**src/rtl/snake_engine.sv**
```systemverilog
`default_nettype none
// =============================================================================
// Module   : snake_engine
// Brief    : Snake body store with a multi-cycle move FSM (shift, then a
//            self-collision scan) and a registered head/body pixel query.
//            Optional macro SNAKE_WRAP_EN: the head wraps at the arena edges
//            instead of dying.
// Revision : 1.0
// =============================================================================

module snake_engine #(
  parameter int MAX_LEN = 64,
  parameter int X_W     = 8,
  parameter int Y_W     = 7,
  parameter int X_MIN   = 1,
  parameter int X_MAX   = 50,
  parameter int Y_MIN   = 1,
  parameter int Y_MAX   = 35
) (
  input  logic                         clk,
  input  logic                         reset,
  input  logic                         start,
  input  logic [X_W-1:0]               start_x,
  input  logic [Y_W-1:0]               start_y,
  input  logic                         move_tick,
  input  logic [1:0]                   dir,
  input  logic                         grow,
  output logic                         busy,
  output logic                         done,
  output logic                         dead,
  output logic [$clog2(MAX_LEN+1)-1:0] length,
  output logic [X_W-1:0]               head_x,
  output logic [Y_W-1:0]               head_y,
  input  logic [X_W-1:0]               px_x,
  input  logic [Y_W-1:0]               px_y,
  output logic                         px_head,
  output logic                         px_body
);

  localparam int LW = $clog2(MAX_LEN + 1);
  localparam int IW = (MAX_LEN > 1) ? $clog2(MAX_LEN) : 1;

  localparam logic [LW-1:0]  c_len_one = LW'(1);
  localparam logic [LW-1:0]  c_len_max = LW'(MAX_LEN);
  localparam logic [X_W:0]   c_x_min   = (X_W+1)'(X_MIN);
  localparam logic [X_W:0]   c_x_max   = (X_W+1)'(X_MAX);
  localparam logic [Y_W:0]   c_y_min   = (Y_W+1)'(Y_MIN);
  localparam logic [Y_W:0]   c_y_max   = (Y_W+1)'(Y_MAX);

  typedef enum logic [2:0] {
    S_IDLE   = 3'd0,
    S_ACCEPT = 3'd1,
    S_SHIFT  = 3'd2,
    S_CHECK  = 3'd3,
    S_FIN    = 3'd4
  } state_t;

  state_t         r_state, w_state_nxt;
  logic [X_W-1:0] r_seg_x [MAX_LEN];
  logic [Y_W-1:0] r_seg_y [MAX_LEN];
  logic [LW-1:0]  r_len;
  logic [IW-1:0]  r_idx;
  logic [1:0]     r_dir;
  logic           r_dead;
  logic           r_grow_pend;
  logic [X_W-1:0] r_nxt_x;
  logic [Y_W-1:0] r_nxt_y;

  logic [1:0]     w_dir_eff;
  logic [X_W:0]   w_step_x;
  logic [Y_W:0]   w_step_y;
  logic [X_W-1:0] w_nxt_x;
  logic [Y_W-1:0] w_nxt_y;
  logic           w_wall;
  logic [LW-1:0]  w_len_grown;
  logic           w_hit;
  logic           w_last;
  logic           w_body_hit;

  // A request for the exact opposite direction keeps the current heading.
  always_comb begin
    w_dir_eff = (dir == (r_dir ^ 2'd2)) ? r_dir : dir;
    w_step_x  = {1'b0, r_seg_x[0]};
    w_step_y  = {1'b0, r_seg_y[0]};
    case (w_dir_eff)
      2'd0:    w_step_y = w_step_y - (Y_W+1)'(1);
      2'd1:    w_step_x = w_step_x - (X_W+1)'(1);
      2'd2:    w_step_y = w_step_y + (Y_W+1)'(1);
      default: w_step_x = w_step_x + (X_W+1)'(1);
    endcase
  end

  // The guard bit turns an underflow below zero into a value above the max.
`ifdef SNAKE_WRAP_EN
  assign w_wall  = 1'b0;
  assign w_nxt_x = (w_step_x < c_x_min) ? X_W'(X_MAX) :
                   (w_step_x > c_x_max) ? X_W'(X_MIN) : w_step_x[X_W-1:0];
  assign w_nxt_y = (w_step_y < c_y_min) ? Y_W'(Y_MAX) :
                   (w_step_y > c_y_max) ? Y_W'(Y_MIN) : w_step_y[Y_W-1:0];
`else
  assign w_wall  = (w_step_x < c_x_min) || (w_step_x > c_x_max) ||
                   (w_step_y < c_y_min) || (w_step_y > c_y_max);
  assign w_nxt_x = w_step_x[X_W-1:0];
  assign w_nxt_y = w_step_y[Y_W-1:0];
`endif

  assign w_len_grown = (r_grow_pend && (r_len < c_len_max)) ? r_len + c_len_one : r_len;
  assign w_hit       = (r_seg_x[r_idx] == r_seg_x[0]) && (r_seg_y[r_idx] == r_seg_y[0]);
  assign w_last      = (LW'(r_idx) == (r_len - c_len_one));

  always_comb begin
    w_state_nxt = r_state;
    busy        = (r_state != S_IDLE);
    done        = (r_state == S_FIN);
    case (r_state)
      S_IDLE:   if (move_tick && !r_dead) w_state_nxt = S_ACCEPT;
      S_ACCEPT: w_state_nxt = w_wall ? S_FIN : S_SHIFT;
      S_SHIFT:  if (r_idx == '0) w_state_nxt = (r_len == c_len_one) ? S_FIN : S_CHECK;
      S_CHECK:  if (w_hit || w_last) w_state_nxt = S_FIN;
      S_FIN:    w_state_nxt = S_IDLE;
      default:  w_state_nxt = S_IDLE;
    endcase
    if (start) w_state_nxt = S_IDLE;
  end

  always_ff @(posedge clk or posedge reset) begin
    if (reset) r_state <= S_IDLE;
    else       r_state <= w_state_nxt;
  end

  always_ff @(posedge clk or posedge reset) begin
    if (reset) begin
      for (int i = 0; i < MAX_LEN; i++) begin
        r_seg_x[i] <= X_W'(X_MIN);
        r_seg_y[i] <= Y_W'(Y_MIN);
      end
      r_len       <= c_len_one;
      r_idx       <= '0;
      r_dir       <= 2'd3;
      r_dead      <= 1'b0;
      r_grow_pend <= 1'b0;
      r_nxt_x     <= '0;
      r_nxt_y     <= '0;
    end else if (start) begin
      r_seg_x[0]  <= start_x;
      r_seg_y[0]  <= start_y;
      r_len       <= c_len_one;
      r_idx       <= '0;
      r_dir       <= 2'd3;
      r_dead      <= 1'b0;
      r_grow_pend <= 1'b0;
    end else begin
      if (grow) r_grow_pend <= 1'b1;
      case (r_state)
        S_ACCEPT: begin
          r_dir <= w_dir_eff;
          if (w_wall) begin
            r_dead <= 1'b1;
          end else begin
            r_len   <= w_len_grown;
            r_idx   <= IW'(w_len_grown - c_len_one);
            r_nxt_x <= w_nxt_x;
            r_nxt_y <= w_nxt_y;
            // A grow arriving in this very cycle belongs to the next move.
            if (!grow) r_grow_pend <= 1'b0;
          end
        end
        S_SHIFT: begin
          if (r_idx == '0) begin
            r_seg_x[0] <= r_nxt_x;
            r_seg_y[0] <= r_nxt_y;
            r_idx      <= IW'(1);
          end else begin
            r_seg_x[r_idx] <= r_seg_x[r_idx - IW'(1)];
            r_seg_y[r_idx] <= r_seg_y[r_idx - IW'(1)];
            r_idx          <= r_idx - IW'(1);
          end
        end
        S_CHECK: begin
          if (w_hit) r_dead <= 1'b1;
          else       r_idx  <= r_idx + IW'(1);
        end
        default: ;
      endcase
    end
  end

  // Stale entries beyond the live length must never report a hit.
  always_comb begin
    w_body_hit = 1'b0;
    for (int i = 1; i < MAX_LEN; i++) begin
      if ((LW'(i) < r_len) && (r_seg_x[i] == px_x) && (r_seg_y[i] == px_y))
        w_body_hit = 1'b1;
    end
  end

  always_ff @(posedge clk or posedge reset) begin
    if (reset) begin
      px_head <= 1'b0;
      px_body <= 1'b0;
    end else begin
      px_head <= (r_seg_x[0] == px_x) && (r_seg_y[0] == px_y);
      px_body <= w_body_hit;
    end
  end

  assign dead   = r_dead;
  assign length = r_len;
  assign head_x = r_seg_x[0];
  assign head_y = r_seg_y[0];

endmodule

`default_nettype wire

```
**config.mk**
```make
export PLATFORM = sky130hd
export DESIGN_NAME = snake_engine
export DESIGN_NICKNAME = d
export VERILOG_FILES = /design/src/rtl/snake_engine.sv
export SDC_FILE = /design/constraint.sdc
export NUM_CORES = 2
export LEC_CHECK = 0
export CAP_MARGIN = 20
export CORE_UTILIZATION = 59
export CTS_CLUSTER_SIZE = 14
export DETAILED_ROUTE_END_ITERATION = 12
export GPL_TIMING_DRIVEN = 0
export PLACE_DENSITY = 0.75
export REMOVE_ABC_BUFFERS = 1
export SLEW_MARGIN = 20
export SYNTH_ARGS = -nofsm -noshare
export SYNTH_HDL_FRONTEND = slang
export SYNTH_SLANG_ARGS = --single-unit
```
**constraint.sdc**
```tcl
create_clock -name clk -period 46.5 [get_ports clk]
set_input_delay 9.3 -clock clk [delete_from_list [all_inputs] [get_ports clk]]
set_output_delay 9.3 -clock clk [all_outputs]
set_load 0.02 [all_outputs]
```
; ---- Word level (Yosys, flattened, before mapping)
; Cells that the tools add are included.
[op_classes]
mux = 119
n_div = 0
n_eq_ne = 147
n_lt_le_gt_ge = 71
mul = 0
reduce_logical = 151
shift = 0
bitwise_logic = 6
add_sub_neg = 9
[ops]
columns = cell, count
row1 = $eq 8x8->1, 65
row2 = $bwmux 512, 1
row3 = $mux 512, 1
row4 = $mux 504, 1
row5 = $eq 7x7->1, 65
row6 = $bwmux 448, 1
row7 = $mux 448, 1
row8 = $mux 441, 1
row9 = $lt 6x7->1 const A, 32
row10 = $logic_and 1x1->1, 131
row11 = $lt 5x7->1 const A, 16
row12 = $bmux 8 s6, 2
row13 = $bmux 7 s6, 2
row14 = $mux 7, 11
row15 = $mux 1, 71
row16 = $lt 4x7->1 const A, 8
row17 = $mux 8, 7
row18 = $demux 8 s6, 1
row19 = $demux 7 s6, 1
row20 = $lt 3x7->1 const A, 4
row21 = $mux 6, 4
row22 = $ne 3x3->1 const B, 7
row23 = $mux 3, 6
row24 = $pmux 6 s3, 1
row25 = other kinds (44), 63
[totals]
ramBits = 0
mem_count = 0
rom_bits = 0
register_bits = 997
latch_bits = 0
elab_cells = 641

; ---- Logic depth before layout (Yosys ltp)
[logic_depth]
word_depth = 66
depth_mapped = 17
depth_no_buf = 14

; ---- Worst setup path after synthesis
; OpenSTA, ideal clock, no wires.
[synth_timing]
path_kind = in2reg
startpoint = in dir[0]
endpoint = reg r_nxt_y[5]
n_path_buf = 3
required_time_ns = 46.372
path_slack_ns = 33.421
cell_stages = 14
t_arrival_ns = 12.951
cell_sequence = clkbuf_1 clkbuf_1 or2_2 ha_1 nor2b_1 o21a_1 o21ai_1 a21boi_0 or3_1 a2111oi_1 o2111ai_1 nor3_1 buf_4 mux2_1
[synth_between]
elab_chain_len = 11
[synth_lines]
columns = element, line_no
row1 = start: declaration, 26  ; input logic [1:0] dir,
row2 = $eq 2x2->1, 82  ; w_dir_eff = (dir == (r_dir ^ 2'd2)) ? r_dir : dir;
row3 = $mux 2 (*), 82
row4 = $eq 2x2->1 or $logic_not 2->1 (tied branches), 85  ; case (w_dir_eff)
row5 = $reduce_or 2->1 (no source line), n/a
row6 = $pmux 9 s2, 85
row7 = $lt 9x1->1 or $gt 9x6->1 (tied branches), 101  ; assign w_wall = (w_step_x < c_x_min) || (w_step_x > c_x_max) ||
row8 = $logic_or 1x1->1 (2 in series), 101
row9 = $logic_or 1x1->1, 102  ; (w_step_y < c_y_min) || (w_step_y > c_y_max);
row10 = $not 1->1 (no source line), n/a
row11 = $reduce_and 3->1 (no source line), n/a
row12 = end signal: assignment, 163  ; r_nxt_y <= w_nxt_y;
row13 = end: declaration, 67  ; logic [Y_W-1:0] r_nxt_y;
; Mark *: on every way between the ends. The rest lies on a longest branch, timed or not.
; A chain may end at the register's enable or synchronous reset.

; ---- Worst setup path after layout
[layout_timing]
startpoint = in dir[0]
endpoint = reg r_nxt_y[1]
; Same word-level chain as after synthesis.

==> summary.txt <==
GRT
  – Total congestion overflow: 0
  – Total track usage: 48.39%
  – Initial antenna violation count: 35
  – First-pass GRT wire length: 395400 µm
  – Largest net degree at the start of global routing: 103
  – Vias in the first global route: 51160

Logic synthesis
  – Synth warnings: 0
  – Post-synth top area share: 32.48%
  – #FFs+latches synth: 997
  – Unique masters post-synth: 84
  – Xor and xnor area share after synthesis: 13.23%
  – Syn Area/Cell: 12.26 µm²
  – Mux cell area share after synthesis: 32.25%
  – Largest family of logic cells by synthesized area: multiplexers
  – Synth Area in Compound Gates: 6.966%
  – Number of flops mapped to enable cells by yosys: 0
  – Cell count after synthesis: 5442
  – Asr flop ratio synth: 100.0%
  – Largest area contributor in the synthesized netlist: dfrtp_1
  – Post-Synth Simple-Gate Area: 5.807%
  – Synth top area cells: dfrtp_1 (32%), mux2_2 (18%), mux4_2 (13%), xnor2_1 (8.2%), dfstp_2 (5.2%)
  – Sequential-to-total area share from yosys stat: 37.63%
  – Top FF cell, synth: dfrtp_1
  – Synthesized area: 0.06673 mm²
  – Synth Area in Adders: 0.4163%

Clock tree
  – CTS Buf Count: 108
  – Hold-fix buffers, CTS: 0
  – CTS root buf: clkbuf_16
  – Clock Latency Late Sink: 750 ps
  – Clk buf depth: 3
  – Clock Sinks: 997
  – Post-CTS sizing: 0
  – TritonCTS clock tree: built
  – Htree depth: 3
  – Setup bufs post-CTS: 0
  – Clock transition at the registers of the reported paths: 60 ps

Routing
  – DRT Wirelength: 279900 µm
  – Drt wl/cell: 41.00 µm
  – Via count: 53850
  – TritonRoute pass-1 iters: 12
  – DR DRC count: 0
  – Starting DRC count in detailed routing: 9876
  – Post-DRT Antenna Nets: 0
  – Via/cell ratio: 7.887

Timing
  – Rel. slew slack: 0.1182%
  – Hold Violations, Final: 0
  – Worst hold slack: 497.4 ps
  – RSZ-0062 raised after global routing: false
  – Setup-failing EPs final: 0
  – Max Freq: 0.07064 GHz
  – Max-slew violation count: 0
  – Worst-Margin Slew: 1485 ps
  – Worst Clk Skew: 41.15 ps
  – Final Critical Period: 14160 ps
  – Final worst-path cycle share: 30.44%

Finish
  – Finished Core Util: 65.64%
  – Layout area overhead: 10.51%
  – Fillcell total: 8265
  – Fraction of layout cells with a size suffix above 1: 37.46%
  – Commonest non-fill, non-tap cell in the layout: mux2_2
  – Commonest non-fill, non-tap cells in the layout: mux2_2 (1052), dfrtp_1 (861), xnor2_1 (620)
  – Post-route cell area: 0.07374 mm²
  – Final #Nets: 5278

Place
  – Gpl congestion: 1.061
  – IO Port Bufs: 63
  – Placed cell area: 0.06993 mm²
  – HPWL Detailed: 195900 µm

Die
  – Die Area: 0.1145 mm²
  – Starting density of the core: 59.40%
  – Placeable Area: 0.1123 mm²
  – Die width: 338.3 µm
  – Die height: 338.3 µm
  – I/O pins: 64
  – Rows: 123

Pwr
  – Comb pwr share: 19.5%
  – Final Power: 0.002255 W
  – Internal: 0.001567 W
  – Clk pwr share: 40.9%
  – Power per cell area: 30.58 mW/mm²
  – Seq pwr share: 39.6%
  – Pleak: 31.02 nW
  – Psw: 0.0006880 W
  – Sw Ratio: 30.50%
  – Max IR drop VDD: 0.03570 mV

Setup path
  – Crit path kind: input port to register
  – Worst endpoint required time: 47130 ps
  – CP Max Fanout: 24
  – Worst setup EP type: register
  – CP arrival: 14780 ps
  – Worst setup SP type: input port

Flow run
  – Max cap viols: 1

Min path
  – Hold Path Class: register to register

Outcome
  – Status: finished with violations
  – Violated checks: max-capacitance violations
[synth_stat cells, types with 27 or more instances]
cell,number
a221oi_1,70
a22o_1,29
nor4_1,126
buf_1,106
o22ai_1,51
dfstp_2,131
nor3_1,40
xor2_1,385
xnor2_1,623
o21ai_0,87
nand4_1,165
a221o_1,43
mux2_2,1052
a21oi_1,80
a31oi_1,30
buf_4,27
nand2_1,142
mux4_2,386
mux2i_1,84
buf_2,112
nand3_1,55
clkbuf_1,263
nor2_1,71
dfrtp_1,866
a22oi_1,85
[cells by family (layout without fill, tap and decap cells)]
family	Yosys count	in the layout
xor+xnor	1008	1008
buf+inv	550	420
compound gates	630	630
flops	997	997
simple gates	703	703
other cells	0	15
fa+ha+maj	21	21
mux	1533	1533
[layer usage]
| layer | track usage (%) | share of wire (%) |
|---|---|---|
| met1 | 60.18 | 34 |
| met2 | 65.76 | 40 |
| met3 | 22.96 | 17 |
| met4 | 34.08 | 9.3 |
| met5 | 1.750 | 0.20 |
[stage by stage]
stage	TNS [ps]	setup slack (ps)	std cells
after floorplan	0	9366	4913
after global placement	-2433110	-2949	6476
after detailed placement	0	31750	6607
after CTS	0	32510	6809
after global routing	0	32050	6814
final	0	32340	6827
[power groups by stage]
stage          combinational [W]  sequential, W  clock [W]
2_1_floorplan           0.000227       0.000918          0
3_3_place_gp            0.000395       0.000935          0
3_5_place_dp            0.000415       0.000908          0
4_1_cts                 0.000417       0.000893   0.000917
5_1_grt                 0.000443       0.000893   0.000953
6_report                0.000439       0.000894   0.000922
[registers in the layout, indices dropped and copies added, names as in the netlist]
name,count
r_nxt_y,7
length,7
r_nxt_x,8
px_body,1
r_state,3
dead,1
r_idx,6
px_head,1
r_seg_y,441
r_dir,2
r_seg_x,504
r_grow_pend,1
head_x,8
head_y,7
[worst max-delay path, stage by stage]
cell,delay [ps]
clkdlybuf4s50_1,890
or2_2,620
ha_1,340
nor2b_1,160
o21a_1,180
o21ai_1,230
a21boi_0,170
or3_1,320
a2111oi_1,630
o2111ai_2,540
nor3_2,720
buf_4,330
mux2_1,340
[worst paths after layout]
| check | from | to | slack (ps) | cells past startpoint |
|---|---|---|---|---|
| worst max register to register | r_idx[1]$_DFFE_PP0P_ | head_x[5]$_DFFE_PP0P_ | 39840 | 15 |
| worst min register to register | r_nxt_y[5]$_DFFE_PP0P_ | r_nxt_y[5]$_DFFE_PP0P_ | 500 | 1 |
| max in group asynchronous | reset | head_x[0]$_DFFE_PP1P_ | 35510 | 6 |
| worst max-delay path | dir[0] | r_nxt_y[1]$_DFFE_PP0P_ | 32340 | 13 |
| min in group asynchronous | reset | r_seg_x[153]$_DFFE_PP0P_ | 8940 | 2 |
| worst min-delay path | r_nxt_y[5]$_DFFE_PP0P_ | r_nxt_y[5]$_DFFE_PP0P_ | 500 | 1 |
[layout make-up]
class	count	area (µm²)	area share, %
antenna	15	37.54	0.05090
clock inverter	50	566.8	0.7686
sequential	997	25130	34.07
multi-input combinational	3895	39480	53.54
inverter	21	101.3	0.1374
tap	1500	1877	2.545
clock buffer	152	3162	4.288
timing repair buffer	197	3392	4.600
No activity file was read; power rests on OpenSTA's default activity.
